**src/rtl/diabetes_input_sequencer_pkg.sv**
```systemverilog
`default_nettype none
// +------------------------------------------------------------------+
// | diabetes_input_sequencer_pkg                                     |
// | Shared types and constants for the diabetes input sequencer.     |
// | Rev 1.0                                                          |
// +------------------------------------------------------------------+
package diabetes_input_sequencer_pkg;

    localparam int N_FIELDS = 8;
    localparam int DIGITS   = 4;

    localparam logic [3:0] PREGNANCIES       = 4'd0;
    localparam logic [3:0] GLUCOSE           = 4'd1;
    localparam logic [3:0] BLOOD_PRESSURE    = 4'd2;
    localparam logic [3:0] SKIN_THICKNESS    = 4'd3;
    localparam logic [3:0] INSULIN           = 4'd4;
    localparam logic [3:0] BMI               = 4'd5;
    localparam logic [3:0] DIABETES_PEDIGREE = 4'd6;
    localparam logic [3:0] AGE               = 4'd7;
    localparam logic [3:0] OUTCOME           = 4'd8;

    typedef enum logic [1:0] {
        ST_ENTRY    = 2'd0,
        ST_SEND     = 2'd1,
        ST_WAIT_RES = 2'd2,
        ST_SHOW     = 2'd3
    } state_t;

    typedef logic [3:0] bcd_t;

    typedef struct packed {
        logic clear;
        logic next;
        logic digit_v;
        bcd_t digit;
    } key_evt_t;

    function automatic logic [13:0] bcd_to_bin(input logic [15:0] bcd);
        return 14'(bcd[15:12]) * 14'd1000 + 14'(bcd[11:8]) * 14'd100
             + 14'(bcd[7:4]) * 14'd10 + 14'(bcd[3:0]);
    endfunction

endpackage
`default_nettype wire

```
**src/rtl/diabetes_input_sequencer_if.sv**
```systemverilog
`default_nettype none
// +------------------------------------------------------------------+
// | diabetes_input_sequencer_if                                      |
// | Field stream toward the classifier plus its result strobe.       |
// | Rev 1.0                                                          |
// +------------------------------------------------------------------+
interface diabetes_input_sequencer_if #(
    parameter int VAL_W = 16
);
    logic             out_valid;
    logic             out_ready;
    logic [3:0]       out_idx;
    logic [VAL_W-1:0] out_value;
    logic             out_last;
    logic             res_valid;
    logic [1:0]       res_class;

    modport master (
        output out_valid, out_idx, out_value, out_last,
        input  out_ready, res_valid, res_class
    );

    modport slave (
        input  out_valid, out_idx, out_value, out_last,
        output out_ready, res_valid, res_class
    );
endinterface
`default_nettype wire

```
**src/rtl/diabetes_input_sequencer_input_debouncer.sv**
```systemverilog
`default_nettype none
// +------------------------------------------------------------------+
// | input_debouncer                                                  |
// | Tick-sampled 2-agree debounce with release-gated priority event. |
// | Rev 1.0                                                          |
// +------------------------------------------------------------------+
module input_debouncer
    import diabetes_input_sequencer_pkg::*;
#(
    parameter int TICK_BITS = 13,
    parameter int N_SW      = 10
) (
    input  wire logic            clk,
    input  wire logic            rst_n,
    input  wire logic [N_SW-1:0] i_sw,
    input  wire logic            i_key_clear_n,
    input  wire logic            i_key_next_n,
    output key_evt_t             o_evt
);
    localparam int c_W = N_SW + 2;

    logic [TICK_BITS-1:0] r_tick_cnt;
    logic [c_W-1:0]       r_sync1, r_sync2, r_sample, r_deb;
    logic                 r_deb_any_d;
    key_evt_t             r_evt, w_evt_dec;
    logic [c_W-1:0]       w_raw;
    logic                 w_tick, w_rise;

    // Bit 1 = clear, bit 0 = next, bits [c_W-1:2] = digit switches; 1 = active
    assign w_raw  = {i_sw, ~i_key_clear_n, ~i_key_next_n};
    assign w_tick = &r_tick_cnt;
    assign w_rise = (|r_deb) & ~r_deb_any_d;

    always_ff @(posedge clk) begin
        if (!rst_n) begin
            r_tick_cnt  <= '0;
            r_sync1     <= '0;
            r_sync2     <= '0;
            r_sample    <= '0;
            r_deb       <= '0;
            r_deb_any_d <= 1'b0;
            r_evt       <= '0;
        end else begin
            r_tick_cnt  <= r_tick_cnt + TICK_BITS'(1);
            r_sync1     <= w_raw;
            r_sync2     <= r_sync1;
            if (w_tick) begin
                r_sample <= r_sync2;
                if (r_sync2 == r_sample) begin
                    r_deb <= r_sync2;
                end
            end
            r_deb_any_d <= |r_deb;
            r_evt       <= w_evt_dec;
        end
    end

    always_comb begin
        w_evt_dec = '0;
        if (w_rise) begin
            if (r_deb[1]) begin
                w_evt_dec.clear = 1'b1;
            end else if (r_deb[0]) begin
                w_evt_dec.next = 1'b1;
            end else begin
                w_evt_dec.digit_v = 1'b1;
                // Descending scan so the lowest active digit wins
                for (int k = N_SW - 1; k >= 0; k--) begin
                    if (r_deb[k+2]) begin
                        w_evt_dec.digit = bcd_t'(k);
                    end
                end
            end
        end
    end

    assign o_evt = r_evt;

endmodule
`default_nettype wire

```
**src/rtl/diabetes_input_sequencer.sv**
```systemverilog
`default_nettype none
// +------------------------------------------------------------------+
// | diabetes_input_sequencer                                         |
// | BCD field entry, valid/ready field stream and result display.    |
// | Rev 1.0                                                          |
// +------------------------------------------------------------------+
module diabetes_input_sequencer #(
    parameter int N_FIELDS  = 8,
    parameter int DIGITS    = 4,
    parameter int VAL_W     = 16,
    parameter int TICK_BITS = 13
) (
    input  wire logic                  ADC_CLK_10,
    input  wire logic                  reset_n,
    input  wire logic [9:0]            SW,
    input  wire logic                  key_clear_n,
    input  wire logic                  key_next_n,
    diabetes_input_sequencer_if.master cls,
    output logic [3:0]                 disp_state,
    output logic [DIGITS*4-1:0]        disp_bcd
);
    import diabetes_input_sequencer_pkg::*;

    localparam int              c_FW   = DIGITS * 4;
    localparam int              c_IW   = $clog2(N_FIELDS);
    localparam logic [c_IW-1:0] c_LAST = c_IW'(N_FIELDS - 1);

    key_evt_t        w_evt;
    state_t          r_state, w_state_nxt;
    logic [c_IW-1:0] r_field, w_field_nxt, r_idx, w_idx_nxt;
    logic [c_FW-1:0] r_digits [N_FIELDS];
    logic            r_valid, w_valid_nxt;
    logic [VAL_W-1:0] r_value;
    logic [1:0]      r_class;
    logic            w_clear, w_shift, w_latch_res, w_out_valid, w_handshake;

    input_debouncer #(
        .TICK_BITS (TICK_BITS),
        .N_SW      (10)
    ) u_input_debouncer (
        .clk           (ADC_CLK_10),
        .rst_n         (reset_n),
        .i_sw          (SW),
        .i_key_clear_n (key_clear_n),
        .i_key_next_n  (key_next_n),
        .o_evt         (w_evt)
    );

    always_comb begin
        w_state_nxt = r_state;
        w_field_nxt = r_field;
        w_idx_nxt   = r_idx;
        w_valid_nxt = r_valid;
        w_clear     = w_evt.clear;
        w_shift     = 1'b0;
        w_latch_res = 1'b0;
        // A clear withdraws the offer in the same cycle so no handshake slips through
        w_out_valid = r_valid & ~w_evt.clear;
        w_handshake = w_out_valid & cls.out_ready;
        case (r_state)
            ST_ENTRY: begin
                if (w_evt.next) begin
                    if (r_field == c_LAST) begin
                        w_state_nxt = ST_SEND;
                        w_idx_nxt   = '0;
                    end else begin
                        w_field_nxt = r_field + 1'b1;
                    end
                end else if (w_evt.digit_v) begin
                    w_shift = 1'b1;
                end
            end
            ST_SEND: begin
                w_valid_nxt = 1'b1;
                if (w_handshake) begin
                    if (r_idx == c_LAST) begin
                        w_state_nxt = ST_WAIT_RES;
                        w_valid_nxt = 1'b0;
                        w_idx_nxt   = '0;
                    end else begin
                        w_idx_nxt = r_idx + 1'b1;
                    end
                end
            end
            ST_WAIT_RES: begin
                if (cls.res_valid) begin
                    w_state_nxt = ST_SHOW;
                    w_latch_res = 1'b1;
                end
            end
            ST_SHOW: begin
                if (w_evt.next) begin
                    w_clear = 1'b1;
                end
            end
            default: ;
        endcase
        if (w_clear) begin
            w_state_nxt = ST_ENTRY;
            w_field_nxt = '0;
            w_idx_nxt   = '0;
            w_valid_nxt = 1'b0;
            w_shift     = 1'b0;
            w_latch_res = 1'b0;
        end
    end

    always_ff @(posedge ADC_CLK_10) begin
        if (!reset_n) begin
            r_state <= ST_ENTRY;
            r_field <= '0;
            r_idx   <= '0;
            r_valid <= 1'b0;
            r_value <= '0;
            r_class <= '0;
        end else begin
            r_state <= w_state_nxt;
            r_field <= w_field_nxt;
            r_idx   <= w_idx_nxt;
            r_valid <= w_valid_nxt;
            // Converted from the upcoming index so idx and value move together
            r_value <= (w_state_nxt == ST_SEND) ? VAL_W'(bcd_to_bin(r_digits[w_idx_nxt])) : '0;
            if (w_latch_res) begin
                r_class <= cls.res_class;
            end
        end
    end

    always_ff @(posedge ADC_CLK_10) begin
        if (!reset_n || w_clear) begin
            for (int i = 0; i < N_FIELDS; i++) begin
                r_digits[i] <= '0;
            end
        end else if (w_shift) begin
            r_digits[r_field] <= {r_digits[r_field][c_FW-5:0], w_evt.digit};
        end
    end

    assign cls.out_valid = w_out_valid;
    assign cls.out_idx   = 4'(r_idx);
    assign cls.out_value = r_value;
    assign cls.out_last  = w_out_valid & (r_idx == c_LAST);

    always_comb begin
        disp_state = 4'(N_FIELDS);
        disp_bcd   = '0;
        case (r_state)
            ST_ENTRY: begin
                disp_state = 4'(r_field);
                disp_bcd   = r_digits[r_field];
            end
            ST_SHOW:  disp_bcd = c_FW'(r_class);
            default:  ;
        endcase
    end

endmodule
`default_nettype wire

```
**src/flat_wrapper.sv**
```systemverilog
// flat-port wrapper written by rule: the top's interface ports become plain ports
module diabetes_input_sequencer_flat import diabetes_input_sequencer_pkg::*;
#(
    parameter int N_FIELDS  = 8,
    parameter int DIGITS    = 4,
    parameter int VAL_W     = 16,
    parameter int TICK_BITS = 13
)
  (ADC_CLK_10, reset_n, SW, key_clear_n, key_next_n, disp_state, disp_bcd, cls_out_valid, cls_out_idx, cls_out_value, cls_out_last, cls_out_ready, cls_res_valid, cls_res_class);
  diabetes_input_sequencer_if #(.VAL_W(VAL_W)) cls_i ();
  input  wire logic ADC_CLK_10;
  input  wire logic reset_n;
  input  wire logic [9:0] SW;
  input  wire logic key_clear_n;
  input  wire logic key_next_n;
  output logic [3:0] disp_state;
  output logic [DIGITS*4-1:0] disp_bcd;
  output wire logic [$bits(cls_i.out_valid)-1:0] cls_out_valid;
  output wire logic [$bits(cls_i.out_idx)-1:0] cls_out_idx;
  output wire logic [$bits(cls_i.out_value)-1:0] cls_out_value;
  output wire logic [$bits(cls_i.out_last)-1:0] cls_out_last;
  input wire logic [$bits(cls_i.out_ready)-1:0] cls_out_ready;
  input wire logic [$bits(cls_i.res_valid)-1:0] cls_res_valid;
  input wire logic [$bits(cls_i.res_class)-1:0] cls_res_class;
  assign cls_out_valid = cls_i.out_valid;
  assign cls_out_idx = cls_i.out_idx;
  assign cls_out_value = cls_i.out_value;
  assign cls_out_last = cls_i.out_last;
  assign cls_i.out_ready = cls_out_ready;
  assign cls_i.res_valid = cls_res_valid;
  assign cls_i.res_class = cls_res_class;
  diabetes_input_sequencer #(.N_FIELDS(N_FIELDS), .DIGITS(DIGITS), .VAL_W(VAL_W), .TICK_BITS(TICK_BITS)) u_core (.ADC_CLK_10(ADC_CLK_10), .reset_n(reset_n), .SW(SW), .key_clear_n(key_clear_n), .key_next_n(key_next_n), .cls(cls_i), .disp_state(disp_state), .disp_bcd(disp_bcd));
endmodule
```
**config.mk**
```make
export PLATFORM = sky130hd
export DESIGN_NAME = diabetes_input_sequencer_flat
export DESIGN_NICKNAME = d
export VERILOG_FILES = /design/src/rtl/diabetes_input_sequencer_pkg.sv /design/src/rtl/diabetes_input_sequencer_if.sv /design/src/rtl/diabetes_input_sequencer_input_debouncer.sv /design/src/rtl/diabetes_input_sequencer.sv /design/src/flat_wrapper.sv
export SDC_FILE = /design/constraint.sdc
export NUM_CORES = 1
export LEC_CHECK = 0
export ABC_AREA = 0
export CELL_PAD_IN_SITES_DETAIL_PLACEMENT = 1
export CELL_PAD_IN_SITES_GLOBAL_PLACEMENT = 1
export CORE_UTILIZATION = 49
export DETAILED_ROUTE_END_ITERATION = 16
export GPL_TIMING_DRIVEN = 1
export PLACE_DENSITY = 0.77
export SYNTH_ARGS = -nofsm -noshare
export SYNTH_HDL_FRONTEND = slang
export SYNTH_HIERARCHICAL = 1
export SYNTH_SLANG_ARGS = --single-unit
```
**constraint.sdc**
```tcl
create_clock -name ADC_CLK_10 -period 9.5 [get_ports ADC_CLK_10]
set_input_delay 2.85 -clock ADC_CLK_10 [delete_from_list [all_inputs] [get_ports ADC_CLK_10]]
set_output_delay 2.85 -clock ADC_CLK_10 [all_outputs]
set_load 0.02 [all_outputs]
```
### Word level (Yosys, flattened, before mapping)

Memory sizes are Yosys's and may differ from the RTL's. A register that Yosys moved wholly into a read port is not among the register bits.
Cells that the tools add are included.

| operators by class | value |
|---|---|
| $add $sub $neg | 6 |
| multipliers | 3 |
| div/mod/pow operators | 0 |
| $lt $le $gt $ge | 0 |
| equal/unequal tests | 7 |
| shift-type cells | 0 |
| mux-type cells | 49 |
| bitwise operators | 11 |
| reduce and logical (&&, ||, !) cells | 16 |

Operators by type and width:

| operator | count |
|---|---|
| 4-bit 2-to-1 mux | 11 |
| 16-bit one-hot mux with 2 select lines | 1 |
| 3-bit 2-to-1 mux | 8 |
| 12-bit OR reduction | 2 |
| 1-bit 2-to-1 mux | 19 |
| 16-bit 2-to-1 mux | 1 |
| 16-bit OR reduction | 1 |
| 14-bit by 11-bit adder with 14-bit output | 1 |
| 14-bit by 4-bit adder with 14-bit output | 1 |
| 14-bit by 8-bit adder with 14-bit output | 1 |
| 14-bit AND reduction | 1 |
| 13-bit by 1-bit adder with 13-bit output, second input constant | 1 |
| 13-bit AND reduction | 1 |
| 12-bit == test | 1 |
| 2-bit 2-to-1 mux | 6 |
| 4-bit by 7-bit multiplier with 11-bit output, second input constant | 1 |
| 4-bit by 5-bit multiplier with 9-bit output, second input constant | 1 |
| 8-bit OR reduction | 1 |
| 4-bit by 3-bit multiplier with 7-bit output, second input constant | 1 |
| 1-bit inverter | 7 |
| 3-bit by 1-bit adder with 3-bit output, second input constant | 2 |
| 3-bit == test, second input constant | 2 |
| 2-bit one-hot mux with 3 select lines | 1 |
| 3-bit one-hot mux with 2 select lines | 1 |
| other kinds (13) | 19 |

| word-level totals | value |
|---|---|
| flip-flop bits (word level) | 96 |
| latch bits | 0 |
| RAM bits | 128 |
| bits in read-only memories | 0 |
| output and inout port bits | 42 |
| logic and storage cells | 113 |
| memories | 1 |

Memories:

| name | words | bits a word | read ports | clocked after Yosys merged registers in | write ports | line | text |
|---|---|---|---|---|---|---|---|
| u_core.r_digits | 8 | 16 | 2 | 1 | 8 | diabetes_input_sequencer.sv:31 | `logic [c_FW-1:0] r_digits [N_FIELDS];` |

### Logic depth before layout (Yosys ltp)

Gate-level depths: netlist (run 1).

| logic depth | value |
|---|---|
| depth in word-level cells | 11 |
| gate-level depth with buffers | 31 |

### By module

The synthesis (run 1) kept the hierarchy.

Modules (own cells, without submodules):

| module | instances | cells each | area each (um^2) | seq. area each (um^2) |
|---|---|---|---|---|
| diabetes_input_sequencer | 1 | 869 | 9306.4 | 4404.2 |
| input_debouncer | 1 | 249 | 2598.7 | 1381.3 |

### Worst setup path before layout (run 1)

OpenSTA, ideal clock, no wires.

| timing | value |
|---|---|
| path kind | in2reg |
| from | in cls_out_ready |
| to | reg u_core.r_value[13] (netlist: u_core/cls.out_value[13]) |
| setup time | 0.073 ns |
| arrival time | 8.412 ns |
| data required time | 9.427 ns |
| path slack | 1.015 ns |
| stages | 26 |
| buffers on the path | 1 |
| path through | nand3b_4 > mux2_2 > a32o_1 > nand2_1 > clkbuf_1 > nand2_1 > nand3_1 > a31o_2 > inv_1 > fa_1 > inv_1 > fa_1 > inv_1 > ha_1 > a21o_1 > a21oi_1 > xor2_1 > ha_1 > ha_1 > ha_1 > or3_1 > o21ai_0 > a211oi_1 > a211o_1 > or3_1 > a21oi_1 |

| on the way | value |
|---|---|
| cells in the longest elaborated chain, start to end | 9 |
| elaborated cells on any way between the ends | 16 |
| those cells by class | add/sub (3); mul (3); eq/ne (1); mux (6); bitwise (1); reduce/logical (1); memory (1) |

RTL lines:

| item | line | text |
|---|---|---|
| start, declared | flat_wrapper.sv:22 | `input wire logic [$bits(cls_i.out_ready)-1:0] cls_out_ready;` |
| 1-bit bitwise AND * | diabetes_input_sequencer.sv:59 | `w_handshake = w_out_valid & cls.out_ready;` |
| 3-bit 2-to-1 mux | diabetes_input_sequencer.sv:75 | `if (w_handshake) begin` |
| 3-bit one-hot mux with 2 select lines | diabetes_input_sequencer.sv:60 | `case (r_state)` |
| 3-bit 2-to-1 mux | diabetes_input_sequencer.sv:98 | `if (w_clear) begin` |
| memory read 8 x 16 bit | n/a |  |
| 4-bit by 7-bit multiplier with 11-bit output or 4-bit by 5-bit multiplier with 9-bit output (tied branches) | diabetes_input_sequencer_pkg.sv:39 | `return 14'(bcd[15:12]) * 14'd1000 + 14'(bcd[11:8]) * 14'd100` |
| 14-bit by 11-bit adder with 14-bit output | diabetes_input_sequencer_pkg.sv:39 |  |
| 14-bit by 8-bit adder with 14-bit output | diabetes_input_sequencer_pkg.sv:40 | `+ 14'(bcd[7:4]) * 14'd10 + 14'(bcd[3:0]);` |
| 14-bit by 4-bit adder with 14-bit output | diabetes_input_sequencer_pkg.sv:40 |  |
| end signal, assigned | diabetes_input_sequencer.sv:122 | `r_value <= (w_state_nxt == ST_SEND) ? VAL_W'(bcd_to_bin(r_digits[w_idx_nxt])) : '0;` |
| end, declared | diabetes_input_sequencer.sv:33 | `logic [VAL_W-1:0] r_value;` |

Every way passes the cells marked *; elsewhere a longest branch is shown, timed or not.
A chain may end at the register's enable or synchronous reset.

### Worst setup path after layout (run 1)

Same ends and word-level chain as after synthesis.

==> qor.txt, run 1 <==
status: finished, final reports clean
final clock period utilization by the worst path: 94.2%
Post-synth EDFFs: 128
FF/Latch Area: 5790 um^2
Syn Inst Count: 1,118
crit path capture type: register
antenna cell count: 0
Yosys top cell by area: edfxtp_1
multi-input logic area: 5720 um^2
Pre-antenna DRT Iters: 7
Power Density: 185 nW/um^2
Die Wd: 158 um
Crit-path slowest cell: fa_1
post-DP HPWL: 22.6 mm
WP data arrival: 9.42 ns
drt via density: 6.01
CP startpoint kind: input pin
via count: 9,042
Main synth FF type: edfxtp_1
setup TNS: 0 ns
min Tclk post-route: 8.95 ns
maximum VDD drop: 0.164 mV
TritonCTS clock tree: built
Post-CTS Hold Buffers: 0
die area: 24,900 um^2
Post-Route M1 WL: 13.0 mm
DP Area: 12,800 um^2
Worst Path Max Fanout: 15
htree depth: 1
core area: 23,700 um^2
largest net degree at the start of global routing: 82
Fin. Hold Viols: 0
post-synthesis sequential area ratio: 48.6%
max cap viols: 0
layout cell share with drive strength beyond 1: 10.2%
Mapped Avg Cell Area: 10.6 um^2
chip height: 158 um
most frequent cells in the layout: 177 x nor2_1, 128 x edfxtp_1, 124 x nand2_1
Non-Filler Instances: 1,504
wire per inst: 23.1 um
fmax: 112 MHz
setup bufs post-CTS: 0
commonest non-fill, non-tap cell in the layout: nor2_1
num ports: 60
final hold slack: 0.430 ns
row count: 56
number of global-route vias before repair: 9,554
worst-margin pin slew: 1.24 ns
Met2 Wirelength: 17.7 mm
first-pass GRT wire length: 53.5 mm
Worst-Skew Late Latency: 0.56 ns
CTS Buffer Depth: 3
Gates resized, CTS repair: 0
worst endpoint required time: 9.97 ns
Max-slew headroom: 17.2%
library cells used by synthesis: 70
clk_skew: 0.0161 ns
#FFs+latches synth: 225
RSZ-0062 raised after global routing: false
Mapped Area: 11,900 um^2
Synth top area share: 32.3%
clk slew on worst S/H paths: 0.06 ns
Placed Cells: 1,457
RD Place Congestion: 0.877
clk root buf: clkbuf_16
top post-synthesis cells by area: edfxtp_1 32%, dfxtp_1 16%, ha_1 6.4%
Max Transition Viols Final: 0
top layer in use: met4
DRC Markers: 0
final WL: 34.7 mm
P&R area growth vs syn: 15.0%
number of fillers in the final layout: 2,526
Layout Nets: 1,262
initial core utilization: 50.3%
Setup Crit Path Kind: in2reg
# setup viols final: 0
clk sinks: 225
met3 WL: 2.20 mm
Pleak: 5.19 nW
initial antenna violation count: 0
Routed Antenna Nets: 0
Critical Path Most Common Cell: ha_1
post-synthesis async set-or-reset flop share: 0%
GRT Util Overall: 28.9%
PortBufs: 56
final instance area: 13,700 um^2
YS warnings: 6
CTS Buf Count: 26
total gr overflow: 0
hold crit path type: reg2reg
Worst path max stage delay: 0.64 ns
drt initial violations: 688
[cells in the mapped netlist (2+ instances only)]
master	count
a211oi_1	3
a21boi_0	4
a21o_1	9
a21oi_1	18
a221oi_1	19
a31o_2	2
a31oi_1	5
and2_1	39
and3_1	9
buf_1	7
buf_2	6
buf_4	6
buf_6	2
clkbuf_1	42
dfxtp_1	97
edfxtp_1	128
fa_1	17
ha_1	61
inv_1	37
mux2i_1	45
mux4_2	32
nand2_1	124
nand2b_1	5
nand3_1	44
nand4_1	5
nor2_1	177
nor2b_1	22
nor3_1	26
nor3b_1	3
nor4_1	5
o211ai_1	4
o21a_1	5
o21ai_0	27
o21bai_1	2
o31ai_1	6
or3_1	6
xnor2_1	27
xor2_1	10
[through the flow]
stage	setup WS (ns)	total power, mW	util [%]
after floorplan	1.02	1.40	-
after global placement	0.285	1.50	54.0
after detailed placement	0.0338	1.51	54.0
after CTS	0.586	2.55	57.8
after global routing	0.232	2.64	57.8
final	0.547	2.53	57.8
[report_power, final]
part	total, mW	switching, mW	internal, mW	leakage [nW]
clock network	1.03	0.418	0.613	0.425
logic	0.411	0.231	0.180	2.76
registers	1.09	0.0231	1.06	2.00
total	2.53	0.672	1.86	5.19
[sequential cells by signal, indices dropped and copies added, names as in the netlist, 2 cells and up, named ones only]
register and flops:
u_core/r_digits 128, u_core/cls.out_value 14, u_core/u_input_debouncer/r_tick_cnt 13, u_core/u_input_debouncer/r_deb 12
u_core/u_input_debouncer/r_sample 12, u_core/u_input_debouncer/r_sync1 12, u_core/u_input_debouncer/r_sync2 12, u_core/u_input_debouncer/o_evt 7
u_core/r_field 3, u_core/r_idx 3, u_core/r_class 2, u_core/r_state 2
[worst max-delay path, delay by kind of cell]
kind,cells,cell delay [ns]
multiplexers,1,0.25
XOR/XNOR,1,0.18
adder cells (fa/ha/maj),6,2.28
buffers and inverters,4,0.78
AND/OR/NAND/NOR,5,1.65
AO/OA/AOI/OAI,8,1.42
[path summary, 6_finish.rpt]
| path | from | end | slack (ns) | cells after the start |
|---|---|---|---|---|
| setup reg to reg | u_core/r_state[1] | u_core/cls.out_value[13] | 2.20 | 26 |
| hold reg to reg | u_core/u_input_debouncer/r_sync1[10] | u_core/u_input_debouncer/r_sync2[10] | 0.43 | 1 |
| setup / recovery | cls_out_ready | u_core/cls.out_value[13] | 0.55 | 25 |
| hold / removal | u_core/u_input_debouncer/r_sync1[10] | u_core/u_input_debouncer/r_sync2[10] | 0.43 | 1 |
[cells by family after synthesis]
| family | after synthesis | synth area share (%) |
|---|---|---|
| other | 1 | 0.0315 |
| and+or+nand+nor | 482 | 19.0 |
| DFF | 225 | 48.6 |
| buffers and inverters | 100 | 3.53 |
| muxes | 79 | 10.1 |
| AOI/OAI and AO/OA | 116 | 6.74 |
| adders and majority gates | 78 | 9.27 |
| xor gates and xnor gates | 37 | 2.72 |
[layout make-up]
type,count,area share (%)
flip-flops and latches,225,42.3
multi-input cells,795,41.8
repair buffers,81,5.43
clock buffers,31,5.12
well taps,319,2.92
clock inverters,16,1.43
inverters,37,1.01
[metal layers]
| layer | vias up | GRT usage [%] |
|---|---|---|
| met5 | - | 0 |
| met3 | 118 | 4.65 |
| met2 | 368 | 51.9 |
| met1 | 4525 | 32.9 |
| met4 | 0 | 15.0 |
| li1 | 4031 | - |
No activity file was read; power rests on OpenSTA's default activity.
==> run 2, diff against run 1 <==
- TNS_END_PERCENT: default -> 30
==> results of run 2 <==
No change in the layout: final DEF, timing and power equal those of run 1.
